`config.mk`:
```
export PLATFORM = sky130hd
export DESIGN_NAME = clock_set_sequencer_flat
export DESIGN_NICKNAME = d
export VERILOG_FILES = /design/src/rtl/clock_set_sequencer_if.sv /design/src/rtl/clock_set_sequencer.sv /design/src/flat_wrapper.sv
export SDC_FILE = /design/constraint.sdc
export NUM_CORES = 1
export LEC_CHECK = 0
export ABC_AREA = 1
export CORE_ASPECT_RATIO = 0.7
export CORE_MARGIN = 5
export CORE_UTILIZATION = 37
export CTS_CLUSTER_DIAMETER = 30
export CTS_CLUSTER_SIZE = 28
export DETAILED_ROUTE_END_ITERATION = 10
export HOLD_SLACK_MARGIN = 0.06
export PLACE_DENSITY = 0.67
export RECOVER_POWER = 100
export SETUP_SLACK_MARGIN = 0.2
export SLEW_MARGIN = 20
export SYNTH_ARGS = -nofsm -noshare
export SYNTH_HDL_FRONTEND = slang
export SYNTH_SLANG_ARGS = --single-unit
```
`constraint.sdc`:
```
create_clock -name clk -period 5 [get_ports clk]
set_input_delay 1.5 -clock clk [delete_from_list [all_inputs] [get_ports clk]]
set_output_delay 1.5 -clock clk [all_outputs]
set_load 0.02 [all_outputs]
```
`src/rtl/clock_set_sequencer_if.sv`:
```
// Button, current-value and set/overwrite signals between the clock-set editor
// and its surroundings (debouncers, clockwork, calendar, alarm unit).
interface clock_set_sequencer_if;
   logic        tick_1hz;
   logic        btn_time;
   logic        btn_date;
   logic        btn_alarm;
   logic        btn_up;
   logic        btn_down;
   logic        btn_next;
   logic        btn_cancel;
   logic [19:0] time_cur;
   logic [24:0] date_cur;
   logic [12:0] alarm_cur;
   logic [19:0] time_set;
   logic        time_ow;
   logic [24:0] date_set;
   logic        date_ow;
   logic [12:0] alarm_set;
   logic        alarm_ow;
   logic        editing;
   logic [1:0]  field;
   logic        blink;

   modport slave (
      input  tick_1hz, btn_time, btn_date, btn_alarm, btn_up, btn_down,
             btn_next, btn_cancel, time_cur, date_cur, alarm_cur,
      output time_set, time_ow, date_set, date_ow, alarm_set, alarm_ow,
             editing, field, blink
   );

   modport master (
      output tick_1hz, btn_time, btn_date, btn_alarm, btn_up, btn_down,
             btn_next, btn_cancel, time_cur, date_cur, alarm_cur,
      input  time_set, time_ow, date_set, date_ow, alarm_set, alarm_ow,
             editing, field, blink
   );
endinterface

```
`src/rtl/clock_set_sequencer.sv`:
```
// Button-driven BCD editor for time, date and alarm with one-cycle overwrite strobes.
// Optional edit timeout enabled by defining CLOCK_SET_SEQUENCER_TIMEOUT_EN.
module clock_set_sequencer #(
   parameter int unsigned TIMEOUT_S = 30
) (
   input logic                  clk,
   input logic                  rst,
   clock_set_sequencer_if.slave bus
);
   typedef enum logic [1:0] {IDLE, E_TIME, E_DATE, E_ALRM} state_t;

   state_t      state, nxt_state;
   logic [1:0]  fld, nxt_fld;
   logic [5:0]  hr, nxt_hr;
   logic [6:0]  mn, nxt_mn;
   logic [7:0]  yr, nxt_yr;
   logic [4:0]  mon, nxt_mon;
   logic [5:0]  day, nxt_day;
   logic        commit_t, commit_d, commit_a;
   logic        any_btn, timeout, blink;
   logic [5:0]  dim, day_clamped;
   logic [7:0]  st_in, st_out;
   logic [6:0]  st_lo, st_hi;
   logic [19:0] time_set;
   logic [24:0] date_set;
   logic [12:0] alarm_set;
   logic        time_ow, date_ow, alarm_ow;

   function automatic logic [6:0] bcd2bin(input logic [7:0] v);
      return {3'b0, v[7:4]} * 7'd10 + {3'b0, v[3:0]};
   endfunction

   function automatic logic [7:0] bin2bcd(input logic [6:0] b);
      logic [6:0] t, o;
      t = b / 7'd10;
      o = b % 7'd10;
      return {t[3:0], o[3:0]};
   endfunction

   // Wrapping step done in binary so BCD carries/borrows come for free.
   function automatic logic [7:0] bcd_step(input logic [7:0] v, input logic [6:0] lo,
                                           input logic [6:0] hi, input logic up);
      logic [6:0] b, r;
      b = bcd2bin(v);
      if (up) r = (b >= hi) ? lo : b + 7'd1;
      else    r = (b <= lo) ? hi : b - 7'd1;
      return bin2bcd(r);
   endfunction

   // Years are 2000-2099, so divisibility by 4 alone decides February.
   function automatic logic [5:0] days_in_month(input logic [4:0] m, input logic [7:0] y);
      logic [6:0] yb;
      yb = bcd2bin(y);
      case (m)
         5'h04, 5'h06, 5'h09, 5'h11: return 6'h30;
         5'h02:                      return (yb[1:0] == 2'd0) ? 6'h29 : 6'h28;
         default:                    return 6'h31;
      endcase
   endfunction

   assign any_btn     = bus.btn_cancel | bus.btn_next | bus.btn_up | bus.btn_down;
   assign dim         = days_in_month(mon, yr);
   assign day_clamped = (day > dim) ? dim : day;

`ifdef CLOCK_SET_SEQUENCER_TIMEOUT_EN
   localparam int TW = $clog2(TIMEOUT_S + 1);
   logic [TW-1:0] tcnt;

   always_ff @(posedge clk or posedge rst)
      if (rst)                          tcnt <= '0;
      else if (state == IDLE || any_btn) tcnt <= '0;
      else if (bus.tick_1hz)            tcnt <= tcnt + 1'b1;

   // A press in the terminal-tick cycle wins and restarts the count.
   assign timeout = (state != IDLE) && !any_btn && bus.tick_1hz &&
                    (tcnt == TW'(TIMEOUT_S - 1));
`else
   logic unused_timeout_s;
   assign unused_timeout_s = (TIMEOUT_S == 0);
   assign timeout          = 1'b0;
`endif

   // Operand/range for the field being stepped.
   always_comb begin
      st_in = '0;
      st_lo = 7'd0;
      st_hi = 7'd23;
      if (state == E_DATE) begin
         case (fld)
            2'd0:    begin st_in = yr;             st_hi = 7'd99; end
            2'd1:    begin st_in = {3'b0, mon};    st_lo = 7'd1; st_hi = 7'd12; end
            default: begin st_in = {2'b0, day};    st_lo = 7'd1; st_hi = bcd2bin({2'b0, dim}); end
         endcase
      end else if (fld == 2'd0) begin
         st_in = {2'b0, hr};
      end else begin
         st_in = {1'b0, mn};
         st_hi = 7'd59;
      end
   end

   assign st_out = bcd_step(st_in, st_lo, st_hi, bus.btn_up);

   always_comb begin
      nxt_state = state;
      nxt_fld   = fld;
      nxt_hr    = hr;
      nxt_mn    = mn;
      nxt_yr    = yr;
      nxt_mon   = mon;
      nxt_day   = day;
      commit_t  = 1'b0;
      commit_d  = 1'b0;
      commit_a  = 1'b0;
      case (state)
         IDLE: begin
            nxt_fld = 2'd0;
            if (bus.btn_time) begin
               nxt_state = E_TIME;
               nxt_hr    = bus.time_cur[19:14];
               nxt_mn    = bus.time_cur[13:7];
            end else if (bus.btn_date) begin
               nxt_state = E_DATE;
               nxt_day   = bus.date_cur[24:19];
               nxt_mon   = bus.date_cur[18:14];
               nxt_yr    = bus.date_cur[7:0];
            end else if (bus.btn_alarm) begin
               nxt_state = E_ALRM;
               nxt_hr    = bus.alarm_cur[12:7];
               nxt_mn    = bus.alarm_cur[6:0];
            end
         end
         default: begin
            if (bus.btn_cancel || timeout) begin
               nxt_state = IDLE;
               nxt_fld   = 2'd0;
            end else if (bus.btn_next) begin
               if (fld == ((state == E_DATE) ? 2'd2 : 2'd1)) begin
                  nxt_state = IDLE;
                  nxt_fld   = 2'd0;
                  commit_t  = (state == E_TIME);
                  commit_d  = (state == E_DATE);
                  commit_a  = (state == E_ALRM);
               end else begin
                  nxt_fld = fld + 2'd1;
                  if (state == E_DATE && fld == 2'd1) nxt_day = day_clamped;
               end
            end else if (bus.btn_up || bus.btn_down) begin
               if (state == E_DATE) begin
                  case (fld)
                     2'd0:    nxt_yr  = st_out;
                     2'd1:    nxt_mon = st_out[4:0];
                     default: nxt_day = st_out[5:0];
                  endcase
               end else if (fld == 2'd0) begin
                  nxt_hr = st_out[5:0];
               end else begin
                  nxt_mn = st_out[6:0];
               end
            end
         end
      endcase
   end

   always_ff @(posedge clk or posedge rst) begin
      if (rst) begin
         state     <= IDLE;
         fld       <= 2'd0;
         blink     <= 1'b0;
         hr        <= '0;
         mn        <= '0;
         yr        <= '0;
         mon       <= '0;
         day       <= '0;
         time_set  <= 20'h0;
         date_set  <= {6'h01, 5'h01, 14'h0};
         alarm_set <= 13'h0;
         time_ow   <= 1'b0;
         date_ow   <= 1'b0;
         alarm_ow  <= 1'b0;
      end else begin
         state    <= nxt_state;
         fld      <= nxt_fld;
         hr       <= nxt_hr;
         mn       <= nxt_mn;
         yr       <= nxt_yr;
         mon      <= nxt_mon;
         day      <= nxt_day;
         blink    <= (state == IDLE || nxt_state == IDLE) ? 1'b0 : blink ^ bus.tick_1hz;
         time_ow  <= commit_t;
         date_ow  <= commit_d;
         alarm_ow <= commit_a;
         if (commit_t) time_set  <= {hr, mn, 7'h00};
         if (commit_d) date_set  <= {day_clamped, mon, 6'h00, yr};
         if (commit_a) alarm_set <= {hr, mn};
      end
   end

   assign bus.time_set  = time_set;
   assign bus.time_ow   = time_ow;
   assign bus.date_set  = date_set;
   assign bus.date_ow   = date_ow;
   assign bus.alarm_set = alarm_set;
   assign bus.alarm_ow  = alarm_ow;
   assign bus.editing   = (state != IDLE);
   assign bus.field     = fld;
   assign bus.blink     = blink;
endmodule

```
`src/flat_wrapper.sv`:
```
// flat-port wrapper written by rule: the top's interface ports become plain ports
module clock_set_sequencer_flat 
#(
   parameter int unsigned TIMEOUT_S = 30
)
  (clk, rst, bus_tick_1hz, bus_btn_time, bus_btn_date, bus_btn_alarm, bus_btn_up, bus_btn_down, bus_btn_next, bus_btn_cancel, bus_time_cur, bus_date_cur, bus_alarm_cur, bus_time_set, bus_time_ow, bus_date_set, bus_date_ow, bus_alarm_set, bus_alarm_ow, bus_editing, bus_field, bus_blink);
  clock_set_sequencer_if bus_i ();
  input logic clk;
  input logic rst;
  input wire logic [$bits(bus_i.tick_1hz)-1:0] bus_tick_1hz;
  input wire logic [$bits(bus_i.btn_time)-1:0] bus_btn_time;
  input wire logic [$bits(bus_i.btn_date)-1:0] bus_btn_date;
  input wire logic [$bits(bus_i.btn_alarm)-1:0] bus_btn_alarm;
  input wire logic [$bits(bus_i.btn_up)-1:0] bus_btn_up;
  input wire logic [$bits(bus_i.btn_down)-1:0] bus_btn_down;
  input wire logic [$bits(bus_i.btn_next)-1:0] bus_btn_next;
  input wire logic [$bits(bus_i.btn_cancel)-1:0] bus_btn_cancel;
  input wire logic [$bits(bus_i.time_cur)-1:0] bus_time_cur;
  input wire logic [$bits(bus_i.date_cur)-1:0] bus_date_cur;
  input wire logic [$bits(bus_i.alarm_cur)-1:0] bus_alarm_cur;
  output wire logic [$bits(bus_i.time_set)-1:0] bus_time_set;
  output wire logic [$bits(bus_i.time_ow)-1:0] bus_time_ow;
  output wire logic [$bits(bus_i.date_set)-1:0] bus_date_set;
  output wire logic [$bits(bus_i.date_ow)-1:0] bus_date_ow;
  output wire logic [$bits(bus_i.alarm_set)-1:0] bus_alarm_set;
  output wire logic [$bits(bus_i.alarm_ow)-1:0] bus_alarm_ow;
  output wire logic [$bits(bus_i.editing)-1:0] bus_editing;
  output wire logic [$bits(bus_i.field)-1:0] bus_field;
  output wire logic [$bits(bus_i.blink)-1:0] bus_blink;
  assign bus_i.tick_1hz = bus_tick_1hz;
  assign bus_i.btn_time = bus_btn_time;
  assign bus_i.btn_date = bus_btn_date;
  assign bus_i.btn_alarm = bus_btn_alarm;
  assign bus_i.btn_up = bus_btn_up;
  assign bus_i.btn_down = bus_btn_down;
  assign bus_i.btn_next = bus_btn_next;
  assign bus_i.btn_cancel = bus_btn_cancel;
  assign bus_i.time_cur = bus_time_cur;
  assign bus_i.date_cur = bus_date_cur;
  assign bus_i.alarm_cur = bus_alarm_cur;
  assign bus_time_set = bus_i.time_set;
  assign bus_time_ow = bus_i.time_ow;
  assign bus_date_set = bus_i.date_set;
  assign bus_date_ow = bus_i.date_ow;
  assign bus_alarm_set = bus_i.alarm_set;
  assign bus_alarm_ow = bus_i.alarm_ow;
  assign bus_editing = bus_i.editing;
  assign bus_field = bus_i.field;
  assign bus_blink = bus_i.blink;
  clock_set_sequencer #(.TIMEOUT_S(TIMEOUT_S)) u_core (.clk(clk), .rst(rst), .bus(bus_i));
endmodule
```
==> run metrics <==
# H-tree levels 3; initial antenna violation count 0; I/O pin cnt ~130; highest clock rate 0.198 GHz; Max-Cap Viols 2; Syn. warnings 0; Cell Area, Placed around 7600 um^2; dpl hpwl 14.1 mm; Syn Std Cell Area 5730 um^2; Met3 Routed Length 1.84 mm; Final ANT Viol Nets 0; final instance area roughly 8300 um^2; CTS root buf clkbuf_16; TritonCTS Buffers 9; Clock Skew 0.00853 ns; diode count 0; Placer Congestion slightly above 0.9; Mean Syn Cell Area approximately 7.5 um^2; placed cells 1,122; Post-Synthesis Cells ~760; Worst Tran Pin Value slightly above 2 ns; iteration count of the initial detailed-routing pass 5; die width about 160 um; vias in the first global route 5,493; full die area between 15,000 and 20,000 um^2; first-pass GRT wire length 29.0 mm; largest net degree at the start of global routing 40; Metal-1 WL approximately 8.5 mm; IO Port Bufs between 100 and 150; drt wl/cell around 16 um; most frequent CP cell nand2_2; relative slew slack -35.4%; Crit path arrival time 5.31 ns; Final Routed Wirelength roughly 18 mm; register-to-register path setup slack -0.04 ns; Seq/Total Area, Yosys roughly 37%; final cell count without fillers between 1,000 and 1,500; failing checks max-capacitance violations, max-slew violations, negative setup slack; grt ovf 0; Placeable Area between 15,000 and 20,000 um^2; clock sink count 85; CP peak stage delay around 0.47 ns; CP endpoint kind flop; Vias/cell between 5 and 6; Total GRT Usage between 15 and 20%; drt drc 0; outcome finished, violations left; Final Slew Violations ~70; Startpoint Class flop; clock-pin slew on the worst setup and hold paths around 0.060 ns; min-delay worst type reg2reg; Req. time, crit path 5.26 ns; Final Hold Fails 0; CP max FO 4; initial core utilization between 30% and 40%; Worst Setup Slack, final -0.0424 ns; slowest CP cell fa_2; post-route minimum period slightly above 5 ns; Via Count between 5,000 and 6,000; Core Rows 38; share of cells above drive strength 1 24.6%; drt initial violations 367; Crit Path Class reg2reg; DP Worst Slack -0.294 ns; Unique masters post-synth 52; Nets ~1,000; highest routed metal layer met4; met2 WL between 7 and 8 mm; Die H 114 um; Skew-Pair Late Insertion Delay roughly 0.34 ns; Seq cells post-synth 85; fill cell count between 1,000 and 1,500; maximum buffer depth of the clock tree 2; RSZ-0062 raised after global routing true; Final Cycle Share 101%; Syn-to-layout area delta 44.3%; TritonCTS clock tree done; setup violators final 9; Final Core Density a little over half
synthesized netlist by cell type, drive strengths merged:
cell type | number | area share [%]
nor3 | 7 | 0.61
conb | 1 | 0.065
xor2 | 3 | 0.59
clkbuf | 13 | 0.85
nor3b | 1 | 0.13
a32o | 2 | 0.35
ha | 23 | 5.0
clkinv | 4 | 0.26
o21ai | 80 | 7.0
dfrtp | 83 | 36
o22ai | 1 | 0.11
a221oi | 8 | 1.2
o221ai | 1 | 0.15
or2 | 2 | 0.22
nand3 | 46 | 5.5
and2 | 1 | 0.11
dfstp | 2 | 0.92
a2111oi | 1 | 0.15
a221o | 1 | 0.17
a31oi | 9 | 0.98
nand4 | 4 | 0.70
nor2 | 78 | 5.6
fa | 2 | 0.70
buf | 21 | 2.5
inv | 107 | 7.0
o32ai | 1 | 0.15
a32oi | 1 | 0.15
nand3b | 2 | 0.26
o31ai | 2 | 0.26
nand2 | 183 | 14
o21a | 1 | 0.13
o211ai | 4 | 0.61
a22oi | 10 | 1.7
a21oi | 59 | 5.9
worst max-delay path, delay by kind of cell, from the launching register on:
kind,cells,cell delay [ns]
buffers and inverters,8,0.62
flip-flops,1,0.44
AND/OR/NAND/NOR,19,1.74
adder cells (fa/ha/maj),6,1.54
AO/OA/AOI/OAI,4,0.60
per-layer routing:
metal | track usage (%) | up-vias
met1 | 29.4 | 2681
li1 | - | 2863
met3 | 5.43 | 20
met5 | 0 | -
met2 | 28.8 | 247
met4 | 3.72 | 0
logic make-up after synthesis:
kind of cell / synth area share [%]
and+or+nand+nor: 26.8
AOI/OAI and AO/OA: 19.0
buffers and inverters: 10.7
DFF: 37.1
adders and majority gates: 5.72
xor gates and xnor gates: 0.589
other: 0.0654
path summary, 6_finish.rpt:
kind | depth (start not counted) | endpoint | startpoint
worst max-delay path | 37 | u_core.hr[4]$_DFFE_PP0P_ | u_core.bus.field[0]$_DFFE_PP0P_
worst min-delay path | 2 | u_core.bus.date_set[3]$_DFFE_PP0P_ | u_core.bus.date_set[3]$_DFFE_PP0P_
worst max register to register | 37 | u_core.hr[4]$_DFFE_PP0P_ | u_core.bus.field[0]$_DFFE_PP0P_
worst min register to register | 2 | u_core.bus.date_set[3]$_DFFE_PP0P_ | u_core.bus.date_set[3]$_DFFE_PP0P_
max in group asynchronous | 3 | u_core.bus.alarm_set[3]$_DFFE_PP0P_ | rst
min in group asynchronous | 2 | u_core.bus.date_set[0]$_DFFE_PP0P_ | rst
stage by stage:
stage | TNS, ns | hold WS [ns]
2_1_floorplan | 0 | 0.453
3_3_place_gp | -3.36 | 0.466
5_1_grt | -5.75 | 0.495
4_1_cts | -0.810 | 0.488
6_report | -0.180 | 0.481
3_5_place_dp | -4.82 | 0.471
layout make-up:
type	count	area, um^2	share of cell area [%]
Clock buffer	12	256	3.10
Timing Repair Buffer	197	1760	21.2
Clock inverter	4	30.0	0.363
Tap cell	200	250	3.02
Multi-Input combinational cell	546	3410	41.3
Inverter	111	435	5.26
Sequential cell	85	2130	25.8
registers in the layout, indices dropped and copies added (netlist names):
register,cells
u_core.bus.alarm_ow,1
u_core.bus.alarm_set,13
u_core.bus.blink,1
u_core.bus.date_ow,1
u_core.bus.date_set,19
u_core.bus.field,2
u_core.bus.time_ow,1
u_core.bus.time_set,13
u_core.day,6
u_core.hr,6
u_core.mn,7
u_core.mon,5
u_core.state,2
u_core.yr,8
cell usage in the layout (no fill, tap or decap), drive strengths merged, types with 15 or more instances in the layout:
cell type,count
a21oi,59
buf,88
clkbuf,15
clkdlybuf4s50,52
dfrtp,83
dlygate4sd3,54
ha,23
inv,107
nand2,183
nand3,46
nor2,78
o21ai,80
what timing repair did:
action	CTS	global route
setup endpoints to repair	24	24
buffers inserted	13	4
hold buffers	0	0
resized for setup	31	25
pin swaps	21	24
Power is left out: the tool's default activity adds up to more than one toggle a clock period on the data nets, which glitch-free logic cannot reach.
